[src/rtl/aq_mmu_ptw_walker_pkg.sv]
// Shared MMU definitions for the Sv39 page-table walker: address widths,
// PTE field positions, page-size and FSM encodings, and the VPN slice helper.
package aq_mmu_ptw_walker_pkg;
  localparam int PA_WIDTH  = 40;
  localparam int PPN_WIDTH = PA_WIDTH - 12;

  // PTE flag bit positions
  localparam int PTE_V = 0;
  localparam int PTE_R = 1;
  localparam int PTE_W = 2;
  localparam int PTE_X = 3;
  localparam int PTE_U = 4;
  localparam int PTE_G = 5;
  localparam int PTE_A = 6;
  localparam int PTE_D = 7;
  localparam int PTE_PPN_LSB = 10;
  localparam int PTE_PPN_MSB = 37;
  localparam int PTE_RSV_LSB = 38;
  localparam int PTE_RSV_MSB = 53;

  typedef enum logic [1:0] {
    PGS_4K = 2'd0,
    PGS_2M = 2'd1,
    PGS_1G = 2'd2
  } pgs_e;

  typedef enum logic [1:0] {
    ST_IDLE = 2'b00,
    ST_WALK = 2'b01,
    ST_RESP = 2'b10
  } ptw_state_e;

  // VPN[level] out of the 27-bit Sv39 VPN
  function automatic logic [8:0] vpn_slice(input logic [26:0] vpn, input logic [1:0] lvl);
    case (lvl)
      2'd2:    return vpn[26:18];
      2'd1:    return vpn[17:9];
      default: return vpn[8:0];
    endcase
  endfunction
endpackage

[src/rtl/aq_mmu_ptw_walker_if.sv]
// TLB <-> walker <-> LSU signal bundle.
//   master: the walker (drives PTE read request and TLB result)
//   slave : the environment (TLB, CP0 satp, LSU data return)
interface aq_mmu_ptw_walker_if;
  import aq_mmu_ptw_walker_pkg::*;

  logic                 tlb_ptw_req;
  logic [26:0]          tlb_ptw_vpn;
  logic                 tlb_ptw_abort;
  logic [PPN_WIDTH-1:0] cp0_mmu_satp_ppn;
  logic                 mmu_lsu_data_req;
  logic [PA_WIDTH-1:0]  mmu_lsu_data_req_addr;
  logic                 mmu_lsu_data_req_size;
  logic                 lsu_mmu_data_vld;
  logic [63:0]          lsu_mmu_data;
  logic                 lsu_mmu_bus_error;
  logic                 ptw_tlb_busy;
  logic                 ptw_tlb_done;
  logic [PPN_WIDTH-1:0] ptw_tlb_ppn;
  logic [7:0]           ptw_tlb_flg;
  logic [1:0]           ptw_tlb_pgs;
  logic                 ptw_tlb_pf;
  logic                 ptw_tlb_acc_err;

  modport master (
    input  tlb_ptw_req, tlb_ptw_vpn, tlb_ptw_abort, cp0_mmu_satp_ppn,
           lsu_mmu_data_vld, lsu_mmu_data, lsu_mmu_bus_error,
    output mmu_lsu_data_req, mmu_lsu_data_req_addr, mmu_lsu_data_req_size,
           ptw_tlb_busy, ptw_tlb_done, ptw_tlb_ppn, ptw_tlb_flg, ptw_tlb_pgs,
           ptw_tlb_pf, ptw_tlb_acc_err
  );

  modport slave (
    output tlb_ptw_req, tlb_ptw_vpn, tlb_ptw_abort, cp0_mmu_satp_ppn,
           lsu_mmu_data_vld, lsu_mmu_data, lsu_mmu_bus_error,
    input  mmu_lsu_data_req, mmu_lsu_data_req_addr, mmu_lsu_data_req_size,
           ptw_tlb_busy, ptw_tlb_done, ptw_tlb_ppn, ptw_tlb_flg, ptw_tlb_pgs,
           ptw_tlb_pf, ptw_tlb_acc_err
  );
endinterface

[src/rtl/aq_mmu_ptw_walker_pte_chk.sv]
// Combinational Sv39 PTE decode for one walk level.
//   pte      : PTE returned by the LSU
//   level    : current walk level (2..0)
//   leaf     : PTE is a leaf (R|X)
//   pf       : page fault (invalid, W-without-R, misaligned superpage, pointer at level 0)
//   acc_err  : reserved bits 53:38 non-zero (outranks pf)
//   next_ppn : PPN field, next table base or leaf PPN
module aq_mmu_pte_chk
  import aq_mmu_ptw_walker_pkg::*;
(
  input  logic [63:0]          pte,
  input  logic [1:0]           level,
  output logic                 leaf,
  output logic                 pf,
  output logic                 acc_err,
  output logic [PPN_WIDTH-1:0] next_ppn
);
  logic misaligned;
  logic unused_pte_bits;

  assign unused_pte_bits = ^{pte[63:54], pte[9:4]};

  assign acc_err  = |pte[PTE_RSV_MSB:PTE_RSV_LSB];
  assign leaf     = pte[PTE_R] | pte[PTE_X];
  assign next_ppn = pte[PTE_PPN_MSB:PTE_PPN_LSB];

  // Superpages need the PPN bits below their size to be zero
  always_comb begin
    misaligned = 1'b0;
    case (level)
      2'd2:    misaligned = |pte[PTE_PPN_LSB+17:PTE_PPN_LSB];
      2'd1:    misaligned = |pte[PTE_PPN_LSB+8:PTE_PPN_LSB];
      default: misaligned = 1'b0;
    endcase
  end

  assign pf = !acc_err &&
              (!pte[PTE_V] || (!pte[PTE_R] && pte[PTE_W]) ||
               (leaf && misaligned) || (!leaf && level == 2'd0));
endmodule

[src/rtl/aq_mmu_ptw_walker.sv]
// Sv39 hardware page-table walker.
//   forever_cpuclk : clock
//   cpurst         : asynchronous active-high reset
//   bus            : master side of the TLB/CP0/LSU bundle
// One 8-byte PTE read per level; the request is held until the LSU answers,
// dropped for exactly one cycle, then raised for the next level. Results
// come back to the TLB as a one-cycle done strobe.
module aq_mmu_ptw_walker #(
  parameter int PA_WIDTH  = aq_mmu_ptw_walker_pkg::PA_WIDTH,
  parameter int PPN_WIDTH = PA_WIDTH - 12
) (
  input logic                  forever_cpuclk,
  input logic                  cpurst,
  aq_mmu_ptw_walker_if.master  bus
);
  import aq_mmu_ptw_walker_pkg::*;

  ptw_state_e           state;
  logic [1:0]           level;
  logic [26:0]          vpn;
  logic [PPN_WIDTH-1:0] base_ppn;
  logic                 abort_pend;
  logic                 req;
  logic [PA_WIDTH-1:0]  addr;
  logic                 done;
  logic [PPN_WIDTH-1:0] res_ppn;
  logic [7:0]           res_flg;
  logic [1:0]           res_pgs;
  logic                 res_pf;
  logic                 res_acc;

  logic                 chk_leaf, chk_pf, chk_acc;
  logic [PPN_WIDTH-1:0] chk_ppn;
  logic                 resp;

  aq_mmu_pte_chk u_pte_chk (
    .pte      (bus.lsu_mmu_data),
    .level    (level),
    .leaf     (chk_leaf),
    .pf       (chk_pf),
    .acc_err  (chk_acc),
    .next_ppn (chk_ppn)
  );

  assign resp = req & (bus.lsu_mmu_data_vld | bus.lsu_mmu_bus_error);

  always_ff @(posedge forever_cpuclk or posedge cpurst) begin
    if (cpurst) begin
      state      <= ST_IDLE;
      level      <= 2'd2;
      vpn        <= '0;
      base_ppn   <= '0;
      abort_pend <= 1'b0;
      req        <= 1'b0;
      addr       <= '0;
      done       <= 1'b0;
      res_ppn    <= '0;
      res_flg    <= '0;
      res_pgs    <= '0;
      res_pf     <= 1'b0;
      res_acc    <= 1'b0;
    end else begin
      case (state)
        ST_IDLE: begin
          if (bus.tlb_ptw_req) begin
            vpn      <= bus.tlb_ptw_vpn;
            level    <= 2'd2;
            base_ppn <= bus.cp0_mmu_satp_ppn;
            req      <= 1'b1;
            addr     <= {bus.cp0_mmu_satp_ppn, vpn_slice(bus.tlb_ptw_vpn, 2'd2), 3'b000};
            state    <= ST_WALK;
          end
        end
        ST_WALK: begin
          if (req) begin
            if (bus.tlb_ptw_abort) abort_pend <= 1'b1;
            if (resp) begin
              req <= 1'b0;
              // An abort seen at or before the response swallows the result
              if (abort_pend || bus.tlb_ptw_abort) begin
                abort_pend <= 1'b0;
                state      <= ST_IDLE;
              end else if (bus.lsu_mmu_bus_error || chk_acc) begin
                res_acc <= 1'b1;
                done    <= 1'b1;
                state   <= ST_RESP;
              end else if (chk_pf) begin
                res_pf <= 1'b1;
                done   <= 1'b1;
                state  <= ST_RESP;
              end else if (chk_leaf) begin
                res_ppn <= chk_ppn;
                res_flg <= bus.lsu_mmu_data[7:0];
                res_pgs <= level;
                done    <= 1'b1;
                state   <= ST_RESP;
              end else begin
                base_ppn <= chk_ppn;
                level    <= level - 2'd1;
              end
            end
          end else begin
            // One-cycle request gap between levels; nothing is outstanding,
            // so an abort here can finish the walk at once.
            if (bus.tlb_ptw_abort) begin
              state <= ST_IDLE;
            end else begin
              req  <= 1'b1;
              addr <= {base_ppn, vpn_slice(vpn, level), 3'b000};
            end
          end
        end
        ST_RESP: begin
          done    <= 1'b0;
          res_ppn <= '0;
          res_flg <= '0;
          res_pgs <= '0;
          res_pf  <= 1'b0;
          res_acc <= 1'b0;
          state   <= ST_IDLE;
        end
        default: state <= ST_IDLE;
      endcase
    end
  end

  assign bus.mmu_lsu_data_req      = req;
  assign bus.mmu_lsu_data_req_addr = addr;
  assign bus.mmu_lsu_data_req_size = 1'b1;
  assign bus.ptw_tlb_busy          = (state != ST_IDLE);
  assign bus.ptw_tlb_done          = done;
  assign bus.ptw_tlb_ppn           = res_ppn;
  assign bus.ptw_tlb_flg           = res_flg;
  assign bus.ptw_tlb_pgs           = res_pgs;
  assign bus.ptw_tlb_pf            = res_pf;
  assign bus.ptw_tlb_acc_err       = res_acc;
endmodule

[src/flat_wrapper.sv]
// flat-port wrapper written by rule: the top's interface ports become plain ports
module aq_mmu_ptw_walker_flat import aq_mmu_ptw_walker_pkg::*;
#(
  parameter int PA_WIDTH  = aq_mmu_ptw_walker_pkg::PA_WIDTH,
  parameter int PPN_WIDTH = PA_WIDTH - 12
)
  (forever_cpuclk, cpurst, bus_tlb_ptw_req, bus_tlb_ptw_vpn, bus_tlb_ptw_abort, bus_cp0_mmu_satp_ppn, bus_lsu_mmu_data_vld, bus_lsu_mmu_data, bus_lsu_mmu_bus_error, bus_mmu_lsu_data_req, bus_mmu_lsu_data_req_addr, bus_mmu_lsu_data_req_size, bus_ptw_tlb_busy, bus_ptw_tlb_done, bus_ptw_tlb_ppn, bus_ptw_tlb_flg, bus_ptw_tlb_pgs, bus_ptw_tlb_pf, bus_ptw_tlb_acc_err);
  aq_mmu_ptw_walker_if bus_i ();
  input logic forever_cpuclk;
  input logic cpurst;
  input wire logic [$bits(bus_i.tlb_ptw_req)-1:0] bus_tlb_ptw_req;
  input wire logic [$bits(bus_i.tlb_ptw_vpn)-1:0] bus_tlb_ptw_vpn;
  input wire logic [$bits(bus_i.tlb_ptw_abort)-1:0] bus_tlb_ptw_abort;
  input wire logic [$bits(bus_i.cp0_mmu_satp_ppn)-1:0] bus_cp0_mmu_satp_ppn;
  input wire logic [$bits(bus_i.lsu_mmu_data_vld)-1:0] bus_lsu_mmu_data_vld;
  input wire logic [$bits(bus_i.lsu_mmu_data)-1:0] bus_lsu_mmu_data;
  input wire logic [$bits(bus_i.lsu_mmu_bus_error)-1:0] bus_lsu_mmu_bus_error;
  output wire logic [$bits(bus_i.mmu_lsu_data_req)-1:0] bus_mmu_lsu_data_req;
  output wire logic [$bits(bus_i.mmu_lsu_data_req_addr)-1:0] bus_mmu_lsu_data_req_addr;
  output wire logic [$bits(bus_i.mmu_lsu_data_req_size)-1:0] bus_mmu_lsu_data_req_size;
  output wire logic [$bits(bus_i.ptw_tlb_busy)-1:0] bus_ptw_tlb_busy;
  output wire logic [$bits(bus_i.ptw_tlb_done)-1:0] bus_ptw_tlb_done;
  output wire logic [$bits(bus_i.ptw_tlb_ppn)-1:0] bus_ptw_tlb_ppn;
  output wire logic [$bits(bus_i.ptw_tlb_flg)-1:0] bus_ptw_tlb_flg;
  output wire logic [$bits(bus_i.ptw_tlb_pgs)-1:0] bus_ptw_tlb_pgs;
  output wire logic [$bits(bus_i.ptw_tlb_pf)-1:0] bus_ptw_tlb_pf;
  output wire logic [$bits(bus_i.ptw_tlb_acc_err)-1:0] bus_ptw_tlb_acc_err;
  assign bus_i.tlb_ptw_req = bus_tlb_ptw_req;
  assign bus_i.tlb_ptw_vpn = bus_tlb_ptw_vpn;
  assign bus_i.tlb_ptw_abort = bus_tlb_ptw_abort;
  assign bus_i.cp0_mmu_satp_ppn = bus_cp0_mmu_satp_ppn;
  assign bus_i.lsu_mmu_data_vld = bus_lsu_mmu_data_vld;
  assign bus_i.lsu_mmu_data = bus_lsu_mmu_data;
  assign bus_i.lsu_mmu_bus_error = bus_lsu_mmu_bus_error;
  assign bus_mmu_lsu_data_req = bus_i.mmu_lsu_data_req;
  assign bus_mmu_lsu_data_req_addr = bus_i.mmu_lsu_data_req_addr;
  assign bus_mmu_lsu_data_req_size = bus_i.mmu_lsu_data_req_size;
  assign bus_ptw_tlb_busy = bus_i.ptw_tlb_busy;
  assign bus_ptw_tlb_done = bus_i.ptw_tlb_done;
  assign bus_ptw_tlb_ppn = bus_i.ptw_tlb_ppn;
  assign bus_ptw_tlb_flg = bus_i.ptw_tlb_flg;
  assign bus_ptw_tlb_pgs = bus_i.ptw_tlb_pgs;
  assign bus_ptw_tlb_pf = bus_i.ptw_tlb_pf;
  assign bus_ptw_tlb_acc_err = bus_i.ptw_tlb_acc_err;
  aq_mmu_ptw_walker #(.PA_WIDTH(PA_WIDTH), .PPN_WIDTH(PPN_WIDTH)) u_core (.forever_cpuclk(forever_cpuclk), .cpurst(cpurst), .bus(bus_i));
endmodule
[config.mk]
export PLATFORM = sky130hd
export DESIGN_NAME = aq_mmu_ptw_walker_flat
export DESIGN_NICKNAME = d
export VERILOG_FILES = /design/src/rtl/aq_mmu_ptw_walker_pkg.sv /design/src/rtl/aq_mmu_ptw_walker_if.sv /design/src/rtl/aq_mmu_ptw_walker_pte_chk.sv /design/src/rtl/aq_mmu_ptw_walker.sv /design/src/flat_wrapper.sv
export SDC_FILE = /design/constraint.sdc
export NUM_CORES = 1
export LEC_CHECK = 0
export ABC_AREA = 1
export BUFFER_PORTS_ARGS = -buffer_cell sky130_fd_sc_hd__buf_2
export CAP_MARGIN = 10
export CORE_MARGIN = 5
export CORE_UTILIZATION = 45
export CTS_CLUSTER_DIAMETER = 30
export CTS_CLUSTER_SIZE = 25
export DETAILED_ROUTE_END_ITERATION = 10
export GPL_TIMING_DRIVEN = 0
export MAX_ROUTING_LAYER = met4
export PLACE_DENSITY = 0.79
export SYNTH_ARGS = -nofsm -noshare
export SYNTH_HDL_FRONTEND = slang
export SYNTH_HIERARCHICAL = 1
export SYNTH_SLANG_ARGS = --single-unit
export TNS_END_PERCENT = 50
[constraint.sdc]
create_clock -name forever_cpuclk -period 7.6 [get_ports forever_cpuclk]
set_input_delay 1.52 -clock forever_cpuclk [delete_from_list [all_inputs] [get_ports forever_cpuclk]]
set_output_delay 1.52 -clock forever_cpuclk [all_outputs]
set_load 0.03 [all_outputs]
==> metrics.md <==
| Metric | Value |
|---|---|
| Total of warnings raised by yosys | 6 |
| Bufs on Longest Clock Path | 2 |
| Leakage Power | 0.005009 uW |
| Cells after DPL | 1317 |
| Number of detailed-routing iterations run before antenna repair | 5 |
| Remaining number of nets flagged by the antenna check after routing | 0 |
| Period utilization | 0.3991 |
| Setup repair after global routing missed its margin | no |
| Global placement routability congestion | 0.8921 |
| Endpoint kind of the worst setup timing path | primary output |
| Overall fraction of global-route tracks in use | 0.2393 |
| Maximum level of the CTS H-tree | 4 |
| Standard-cell rows | 46 |
| Clock insertion delay at the later pin of the skew report | 430 ps |
| F_max | 0.3297 GHz |
| Clock transition time at the flip-flop clock pins of the worst setup and hold paths | 60 ps |
| Critical path startpoint category | flip-flop |
| Run status | completed |
| Final worst path period need | 3033 ps |
| Count of boundary I/O pins | 209 |
| Class of the worst hold path | reg -> reg |
| Initial DRC Count | 564 |
| Initial core utilization | 0.4588 |
| Rel. slew slack | 0.6086 |
| Core outline area | 15890 sq um |
| Most common cell after layout, fill and taps aside | sky130_fd_sc_hd__nand2_1 |
| Post-place setup slack | 4237 ps |
| Number of buffers created by CTS | 17 |
| Post-route clock skew | 7.876 ps |
| Via/cell ratio | 5.108 |
| CTS root buf | sky130_fd_sc_hd__clkbuf_16 |
| Register area | 3480 sq um |
| Count of non-filler cells in the finished layout | 1352 |
| First-pass GRT wire length | 33980 um |
| Final worst slack | 4567 ps |
| Area used by multi-input combinational logic | 3005 sq um |
| Post-cts hold buffer count | 0 |
| Yosys reg bits | 139 |
| Slew at the pin closest to its max-slew limit | 587.1 ps |
| Final-layout setup total negative slack | 0 ps |
| Area growth syn-to-layout | 25.51% |
| Highest ir drop seen on vdd | 0.2303 mV |
| Final setup violation count | 0 |
| Max incr delay on CP | 400 ps |
| Largest net degree at the start of global routing | 91 |
| Max cap viols | 0 |
| Final Hold Vio Count | 0 |
| Number of buffers inserted by port buffering | 182 |
| Post-Synthesis Cell Area | 7288 sq um |
| Max-slew violation count | 0 |
| Library cell contributing the largest single delay on the critical path | sky130_fd_sc_hd__dfrtp_1 |
| Critical-path cell list | inv_1 > ha_1 > inv_1 > buf_2 |
| Category of the most critical setup path | reg -> out |
| Detailed-route DRC error count | 0 |
| CP required | 6080 ps |
| Via count of the first global-routing pass | 6742 |
| Number of antenna violations at the first check in global routing | 3 |
| Buffer count from post-CTS setup fixing | 0 |
| Most frequent cell on the critical path | sky130_fd_sc_hd__inv_1 |
| Crit path DAT | 1510 ps |
| Power Dens Cells | 504.0 nW/um^2 |
| Fraction of final layout cells with drive strength greater than 1 | 0.2763 |
| Commonest cells after routing, fill and taps aside | sky130_fd_sc_hd__nand2_1, sky130_fd_sc_hd__buf_2, sky130_fd_sc_hd__dfrtp_1 |
| Total clock sinks | 139 |
| Average cell area after synthesis | 7.957 sq um |
| Drt total wl | 21580 um |
| Die footprint | 18840 sq um |
| Crit path max fanout | 5 |
| Vias post-DR | 6906 |
| Remaining Overflow, GRT | 0 |
| Resized cells post-CTS | 0 |
| Sequential cell area fraction in the yosys report | 0.4774 |
| Detailed-route wire length per cell | 15.96 um |
| Die X | 137.3 um |
| Post-layout power | 4610 uW |
| CTS tree | done |
| Synthesized instance count | 916 |
| DP HPWL | 15830 um |
| Layout Nets | 1253 |
| Fill cell total of the finished layout | 1481 |
| Die height | 137.3 um |
| Cell variety after synth | 33 |
==> report_power, final <==
| part | switching, uW | internal (uW) | total, uW | leakage [uW] |
|---|---|---|---|---|
| Clock | 330 | 559 | 889 | 0.000311 |
| Sequential | 195 | 1100 | 1300 | 0.00173 |
| Combinational | 1670 | 750 | 2420 | 0.00297 |
| Total | 2200 | 2410 | 4610 | 0.00501 |
==> registers in the layout, summed over array words and instances, names as in the netlist, 2 cells and up <==
register	cells
u_core/bus.ptw_tlb_flg	8
u_core/bus.ptw_tlb_pgs	2
u_core/level	2
u_core/bus.ptw_tlb_ppn	28
u_core/bus.mmu_lsu_data_req_addr	37
u_core/vpn	27
u_core/state	2
u_core/base_ppn	28
==> layer usage <==
metal,GRT usage,up-vias,part of all wire
met2,0.3523,331,0.46
met1,0.3290,3202,0.44
met4,0.08814,0,0.021
met3,0.04858,36,0.077
li1,-,3337,-
met5,-,-,0
==> metrics by stage <==
stage / hold WS [ps] / util / cell area, sq um
detailed placement: 453.7 / 0.5357 / 8509
CTS: 468.4 / 0.5754 / 9140
finish: 466.0 / 0.5759 / 9148
floorplan: 444.0 / - / 7296
global placement: 448.5 / 0.5336 / 8477
global route: 482.7 / 0.5759 / 9148
==> final timing paths <==
path / startpoint / to / slack, ps / cells past startpoint
worst max-delay path: u_core/state[0] / bus_ptw_tlb_busy / 4570 / 4
worst min-delay path: u_core/bus.ptw_tlb_flg[0] / u_core/bus.ptw_tlb_flg[0] / 470 / 2
worst max register to register: u_core/level[1] / u_core/base_ppn[26] / 5220 / 14
worst min register to register: u_core/bus.ptw_tlb_flg[0] / u_core/bus.ptw_tlb_flg[0] / 470 / 2
max in group asynchronous: cpurst / u_core/base_ppn[16] / 5660 / 3
min in group asynchronous: cpurst / u_core/bus.mmu_lsu_data_req_addr[3] / 1130 / 2
==> area by class of cell <==
cell class,count,share of cell area
Timing Repair Buffer,183,0.1026
Clock buffer,18,0.04801
Clock inverter,14,0.02093
Inverter,73,0.03050
Buffer,89,0.05868
Multi-Input combinational cell,617,0.3285
Tap cell,216,0.02954
Sequential cell,139,0.3804
Antenna cell,3,0.0008207
==> synthesized netlist by cell type, drive strengths merged <==
library cell	count	area, sq um
mux2	18	202.7
a21boi	28	210.2
o21ai	79	410.4
nand4	74	462.9
inv	71	266.5
and2	2	12.51
buf	69	461.7
conb	2	7.510
dfstp	1	26.28
or2	2	12.52
clkbuf	20	75.07
nand3b	1	7.510
nand2	294	1109
dfrtp	138	3453
nor3	1	5.000
a21oi	4	23.77
ha	8	100.1
nand3	16	80.08
clkinv	2	7.510
a22oi	1	7.510
nor4	2	25.02
nor2	83	321.6
==> critical path: cells and delay by family, from the launching register on <==
family                     cells  cell delay [ps]
DFF                            1              400
adders and majority gates      1              280
buffers and inverters          3              400
==> logic make-up after synthesis <==
family | synth area share
DFF | 0.4774
and+or+nand+nor | 0.2793
AOI/OAI and AO/OA | 0.08944
other | 0.001030
adders and majority gates | 0.01373
buffers and inverters | 0.1112
muxes | 0.02781
Power figures use the tool's default switching activity.
